[config.mk]
export PLATFORM = sky130hd
export DESIGN_NAME = truth_table_sequencer_flat
export DESIGN_NICKNAME = d
export VERILOG_FILES = /design/src/rtl/truth_table_sequencer_if.sv /design/src/rtl/truth_table_sequencer.sv /design/src/flat_wrapper.sv
export SDC_FILE = /design/constraint.sdc
export NUM_CORES = 1
export LEC_CHECK = 0
export ABC_CLOCK_PERIOD_IN_PS = 3300
export BUFFER_PORTS_ARGS = -buffer_cell sky130_fd_sc_hd__buf_2
export CAP_MARGIN = 0
export CORE_MARGIN = 2
export CORE_UTILIZATION = 58
export DETAILED_ROUTE_END_ITERATION = 8
export PLACE_DENSITY_LB_ADDON = 0.3
export SLEW_MARGIN = 20
export SYNTH_ARGS = -nofsm -noshare
export SYNTH_HDL_FRONTEND = slang
export SYNTH_SLANG_ARGS = --single-unit
[constraint.sdc]
create_clock -name clk -period 3.3 [get_ports clk]
set_clock_uncertainty 0.1 [all_clocks]
set_input_delay 0.33 -clock clk [delete_from_list [all_inputs] [get_ports clk]]
set_output_delay 0.33 -clock clk [all_outputs]
set_load 0.005 [all_outputs]
[src/rtl/truth_table_sequencer_if.sv]
// Host and function-under-test signals of the truth table sequencer.
// TTSEQ_ABORT_EN adds the abort request line.
interface truth_table_sequencer_if #(
    parameter int N_IN = 4
);
    localparam int T = 1 << N_IN;

    logic            start;
    logic [T-1:0]    exp_mask;
    logic            y;
    logic [N_IN-1:0] vec;
    logic            busy;
    logic            done;
    logic [T-1:0]    table_o;
    logic [N_IN:0]   err_cnt;
    logic [N_IN-1:0] first_err;
    logic            pass;
`ifdef TTSEQ_ABORT_EN
    logic            abort;

    modport master (
        output start, exp_mask, y, abort,
        input  vec, busy, done, table_o, err_cnt, first_err, pass
    );
    modport slave (
        input  start, exp_mask, y, abort,
        output vec, busy, done, table_o, err_cnt, first_err, pass
    );
`else
    modport master (
        output start, exp_mask, y,
        input  vec, busy, done, table_o, err_cnt, first_err, pass
    );
    modport slave (
        input  start, exp_mask, y,
        output vec, busy, done, table_o, err_cnt, first_err, pass
    );
`endif
endinterface

[src/rtl/truth_table_sequencer.sv]
// Sweeps all input vectors through a combinational block and checks Y.
// Optional TTSEQ_ABORT_EN lets the host cancel a sweep in progress.
module truth_table_sequencer #(
    parameter int N_IN   = 4,
    parameter int SETTLE = 1
) (
    input logic                   clk,
    input logic                   rst_n,
    truth_table_sequencer_if.slave bus
);
    localparam int              T        = 1 << N_IN;
    localparam logic [3:0]      SETTLE_C = 4'(SETTLE);
    localparam logic [N_IN-1:0] LAST     = N_IN'(T - 1);

    typedef enum logic [1:0] {IDLE, DRIVE, DONE} state_t;

    state_t          state_q;
    state_t          state_d;
    logic [3:0]      settle_cnt;
    logic [N_IN-1:0] vec_q;
    logic [N_IN-1:0] first_err_q;
    logic [T-1:0]    expect_q;
    logic [T-1:0]    table_q;
    logic [N_IN:0]   err_cnt_q;
    logic            pass_q;
    logic            accept;
    logic            sample;
    logic            abort_req;
    logic            mismatch;

`ifdef TTSEQ_ABORT_EN
    assign abort_req = (state_q == DRIVE) && bus.abort;
`else
    assign abort_req = 1'b0;
`endif

    assign mismatch = bus.y != expect_q[vec_q];

    always_ff @(posedge clk) begin
        if (!rst_n) state_q <= IDLE;
        else        state_q <= state_d;
    end

    // Abort wins over a final sample landing on the same edge.
    always_comb begin
        state_d = state_q;
        accept  = 1'b0;
        sample  = 1'b0;
        unique case (state_q)
            IDLE: begin
                if (bus.start) begin
                    accept  = 1'b1;
                    state_d = DRIVE;
                end
            end
            DRIVE: begin
                if (abort_req) begin
                    state_d = IDLE;
                end else if (settle_cnt == SETTLE_C) begin
                    sample = 1'b1;
                    if (vec_q == LAST) state_d = DONE;
                end
            end
            DONE:    state_d = IDLE;
            default: state_d = IDLE;
        endcase
    end

    always_ff @(posedge clk) begin
        if (!rst_n) begin
            vec_q       <= '0;
            settle_cnt  <= '0;
            expect_q    <= '0;
            table_q     <= '0;
            err_cnt_q   <= '0;
            first_err_q <= '0;
            pass_q      <= 1'b0;
        end else if (accept) begin
            vec_q       <= '0;
            settle_cnt  <= '0;
            expect_q    <= bus.exp_mask;
            table_q     <= '0;
            err_cnt_q   <= '0;
            first_err_q <= '0;
            pass_q      <= 1'b0;
        end else if (state_q == DRIVE && !abort_req) begin
            if (sample) begin
                table_q[vec_q] <= bus.y;
                if (mismatch) begin
                    err_cnt_q <= err_cnt_q + (N_IN + 1)'(1);
                    if (err_cnt_q == '0) first_err_q <= vec_q;
                end
                // The last vector stays on the bus after the sweep.
                if (vec_q != LAST) begin
                    vec_q      <= vec_q + N_IN'(1);
                    settle_cnt <= '0;
                end
            end else begin
                settle_cnt <= settle_cnt + 4'd1;
            end
        end else if (state_q == DONE) begin
            pass_q <= (err_cnt_q == '0);
        end
    end

    assign bus.vec       = vec_q;
    assign bus.busy      = (state_q == DRIVE);
    assign bus.done      = (state_q == DONE);
    assign bus.table_o   = table_q;
    assign bus.err_cnt   = err_cnt_q;
    assign bus.first_err = first_err_q;
    assign bus.pass      = pass_q;
endmodule

[src/flat_wrapper.sv]
// flat-port wrapper written by rule: the top's interface ports become plain ports
module truth_table_sequencer_flat 
#(
    parameter int N_IN   = 4,
    parameter int SETTLE = 1
)
  (clk, rst_n, bus_start, bus_exp_mask, bus_y, bus_vec, bus_busy, bus_done, bus_table_o, bus_err_cnt, bus_first_err, bus_pass);
  truth_table_sequencer_if #(.N_IN(N_IN)) bus_i ();
  input logic clk;
  input logic rst_n;
  input wire logic [$bits(bus_i.start)-1:0] bus_start;
  input wire logic [$bits(bus_i.exp_mask)-1:0] bus_exp_mask;
  input wire logic [$bits(bus_i.y)-1:0] bus_y;
  output wire logic [$bits(bus_i.vec)-1:0] bus_vec;
  output wire logic [$bits(bus_i.busy)-1:0] bus_busy;
  output wire logic [$bits(bus_i.done)-1:0] bus_done;
  output wire logic [$bits(bus_i.table_o)-1:0] bus_table_o;
  output wire logic [$bits(bus_i.err_cnt)-1:0] bus_err_cnt;
  output wire logic [$bits(bus_i.first_err)-1:0] bus_first_err;
  output wire logic [$bits(bus_i.pass)-1:0] bus_pass;
  assign bus_i.start = bus_start;
  assign bus_i.exp_mask = bus_exp_mask;
  assign bus_i.y = bus_y;
  assign bus_vec = bus_i.vec;
  assign bus_busy = bus_i.busy;
  assign bus_done = bus_i.done;
  assign bus_table_o = bus_i.table_o;
  assign bus_err_cnt = bus_i.err_cnt;
  assign bus_first_err = bus_i.first_err;
  assign bus_pass = bus_i.pass;
  truth_table_sequencer #(.N_IN(N_IN), .SETTLE(SETTLE)) u_core (.clk(clk), .rst_n(rst_n), .bus(bus_i));
endmodule
==> metrics.txt <==
Via Count 2,177; gr usage total 23.6%; die area 4940 um^2; gpl congestion 0.795; R2R setup slack 0.77 ns; Worst-Margin Slew 0.814 ns; Ys Warns 0; Die Width 70.3 um; Area after DPL 2780 um^2; Cell Area, Synth 2550 um^2; worst vdd ir 0.262 mV; share of cells above drive strength 1 23.6%; PD cells 411 nW/um^2; core area 4290 um^2; largest net degree at the start of global routing 29; sequential share of the synthesized area 40.8%; Post-route DRC 0; CTS tree done; Avg Inst Size Synth 8.77 um^2; Cell variety after synth 39; Leak 1.28 nW; logic gate share of total power 7.4%; H-tree level count 2; final count of hold timing violations 0; Max Cap Viol 0; CTS resizes 0; unrepaired setup endpoints after global routing false; r2r endpoint u_core.bus.first_err[3]; Skew-Pair Late Insertion Delay 0.32 ns; vias in the first global route 1,997; Final ANT Viol Nets 0; WS Path Type flop to flop; CTS hold repair buffers 0; postcts setup bufs 0; FP Rows 24; Post-DP HPWL 3790 um; part of the power in registers 54.6%; DR pass1 iterations 4; slew margin rel. 45.6%; HP Class input port to flop; Worst EP arrival 2.66 ns; pre-CTS setup slack 0.821 ns; final max-slew violation count 0; Die Y 70.3 um; Clk pwr share 38.0%; port bufs 51; DR vias/cell 5.63; WL final 5470 um; # IOs 52; CP Capture Point u_core.bus.first_err[3]; status complete, no violations; Fmax 0.396 GHz; dpl cells 379; Crit. Startpoint u_core.bus.vec[0]; worst setup margin 0.774 ns; Int Pwr 0.906 mW; first-pass GRT wire length 9400 um; Final period util 76.5%; Initial Util 59.4%; Finished Cell Area 2900 um^2; most common cell after layout, fill and taps aside dfxtp_1; diode count 0; CTS root buf clkbuf_8; setup violators final 0; most frequent cells in the layout dfxtp_1 (52), buf_2 (51), nand2_1 (47); Final min period 2.53 ns; R2R depth 5; r2r startpoint u_core.bus.vec[0]; Worst setup EP type flop; syn_nets 319; initial antenna violation count 0; Num CTS Buffers 5; drt wl/cell 14.1 um; setup_tns 0 ns; Fillers 394; crit-path max FO 14; global route total overflow 0; final cell count without fillers 387; Sw Pwr 0.287 mW; Layout area overhead 13.6%; clk slew on worst S/H paths 0.11 ns; CTS max path bufs 2; initial DRC count 188; CP Launch Type flop; Layout Nets 362; clock sink count 52; Post-Synthesis Cells 291; CP required 3.44 ns; Sw Ratio 24.0%; Synth Register Bits 52
-- cells by family after synthesis --
logic type / synth area share (%)
mux: 9.81
compound gates: 15.1
simple gates: 23.6
flops: 40.8
buf+inv: 5.69
xor+xnor: 1.03
fa+ha+maj: 3.92
-- power groups by stage --
| stage | registers (mW) | logic, mW | clock network (mW) |
|---|---|---|---|
| 2_1_floorplan | 0.661 | 0.0653 | 0 |
| 3_3_place_gp | 0.665 | 0.0860 | 0 |
| 3_5_place_dp | 0.665 | 0.0878 | 0 |
| 4_1_cts | 0.651 | 0.0889 | 0.457 |
| 5_1_grt | 0.653 | 0.101 | 0.478 |
| 6_report | 0.650 | 0.0886 | 0.453 |
-- worst max-delay path, cell delays in order, from the launching register on --
cell     delay (ns)
dfxtp_1        0.63
mux4_2         0.57
a22oi_2        0.53
and4_2         0.36
o21ai_0        0.09
a21oi_1        0.16
-- per-stage QoR --
| stage | total power, mW | utilization (%) | hold WS (ns) |
|---|---|---|---|
| final | 1.19 | 67.5 | 0.157 |
| after global routing | 1.23 | 67.5 | 0.161 |
| after floorplan | 0.727 | - | 0.340 |
| after global placement | 0.751 | 64.8 | 0.350 |
| after CTS | 1.20 | 67.5 | 0.152 |
| after detailed placement | 0.753 | 64.8 | 0.357 |
-- routing by layer --
layer	track usage, %	vias to the layer above	part of all wire [%]
met5	0	-	0
met1	33.6	997	47
met4	7.26	0	1.2
li1	-	1092	-
met3	4.33	5	6.2
met2	36.2	83	46
-- cell usage after synthesis, drive strengths merged --
cell type,number,area [um^2]
and2,4,26.3
nand3,27,135
dfxtp,52,1040
nor2b,5,31.3
a211oi,2,15.0
nor4b,1,8.76
and2b,1,7.51
buf,8,73.8
ha,8,100
or3,1,6.26
a2111o,1,11.3
a22oi,2,33.8
a21boi,17,128
and3,3,18.8
nor3b,2,15.0
or3b,1,8.76
nor2,26,97.6
nor3,3,15.0
and4,2,18.8
mux4,4,90.1
o21ai,12,71.3
mux2i,16,160
nand2,47,176
xnor2,2,17.5
inv,7,26.3
a211o,7,66.3
xor2,1,8.76
a21oi,12,60.1
nand4,6,37.5
clkbuf,11,45.1
-- layout make-up --
class                   instances  area, um^2  area share, %
clock buffers                   5        68.8           2.37
repair buffers                 55         285           9.84
multi-input cells             213        1370           47.1
inverters                       7        26.3          0.907
well taps                      52        65.1           2.25
flip-flops and latches         52        1040           35.9
clock inverters                 3        46.3           1.60
-- worst min-delay path by stage --
stage	from	to	depth (start not counted)
final	bus_exp_mask[15]	u_core.expect_q[15]	3
after global routing	bus_exp_mask[7]	u_core.expect_q[7]	3
after CTS	bus_exp_mask[15]	u_core.expect_q[15]	3
after detailed placement	u_core.expect_q[14]	u_core.expect_q[14]	2
after global placement	u_core.expect_q[14]	u_core.expect_q[14]	2
after floorplan	u_core.expect_q[10]	u_core.expect_q[10]	2
-- state kept, by name, indices dropped and copies added (netlist names) --
register	count
u_core.bus.pass	1
u_core.settle_cnt	4
u_core.bus.vec	4
u_core.expect_q	16
u_core.bus.err_cnt	5
u_core.bus.first_err	4
u_core.state_q	2
u_core.bus.table_o	16
Note: power is estimated with default switching activity, not from simulation.
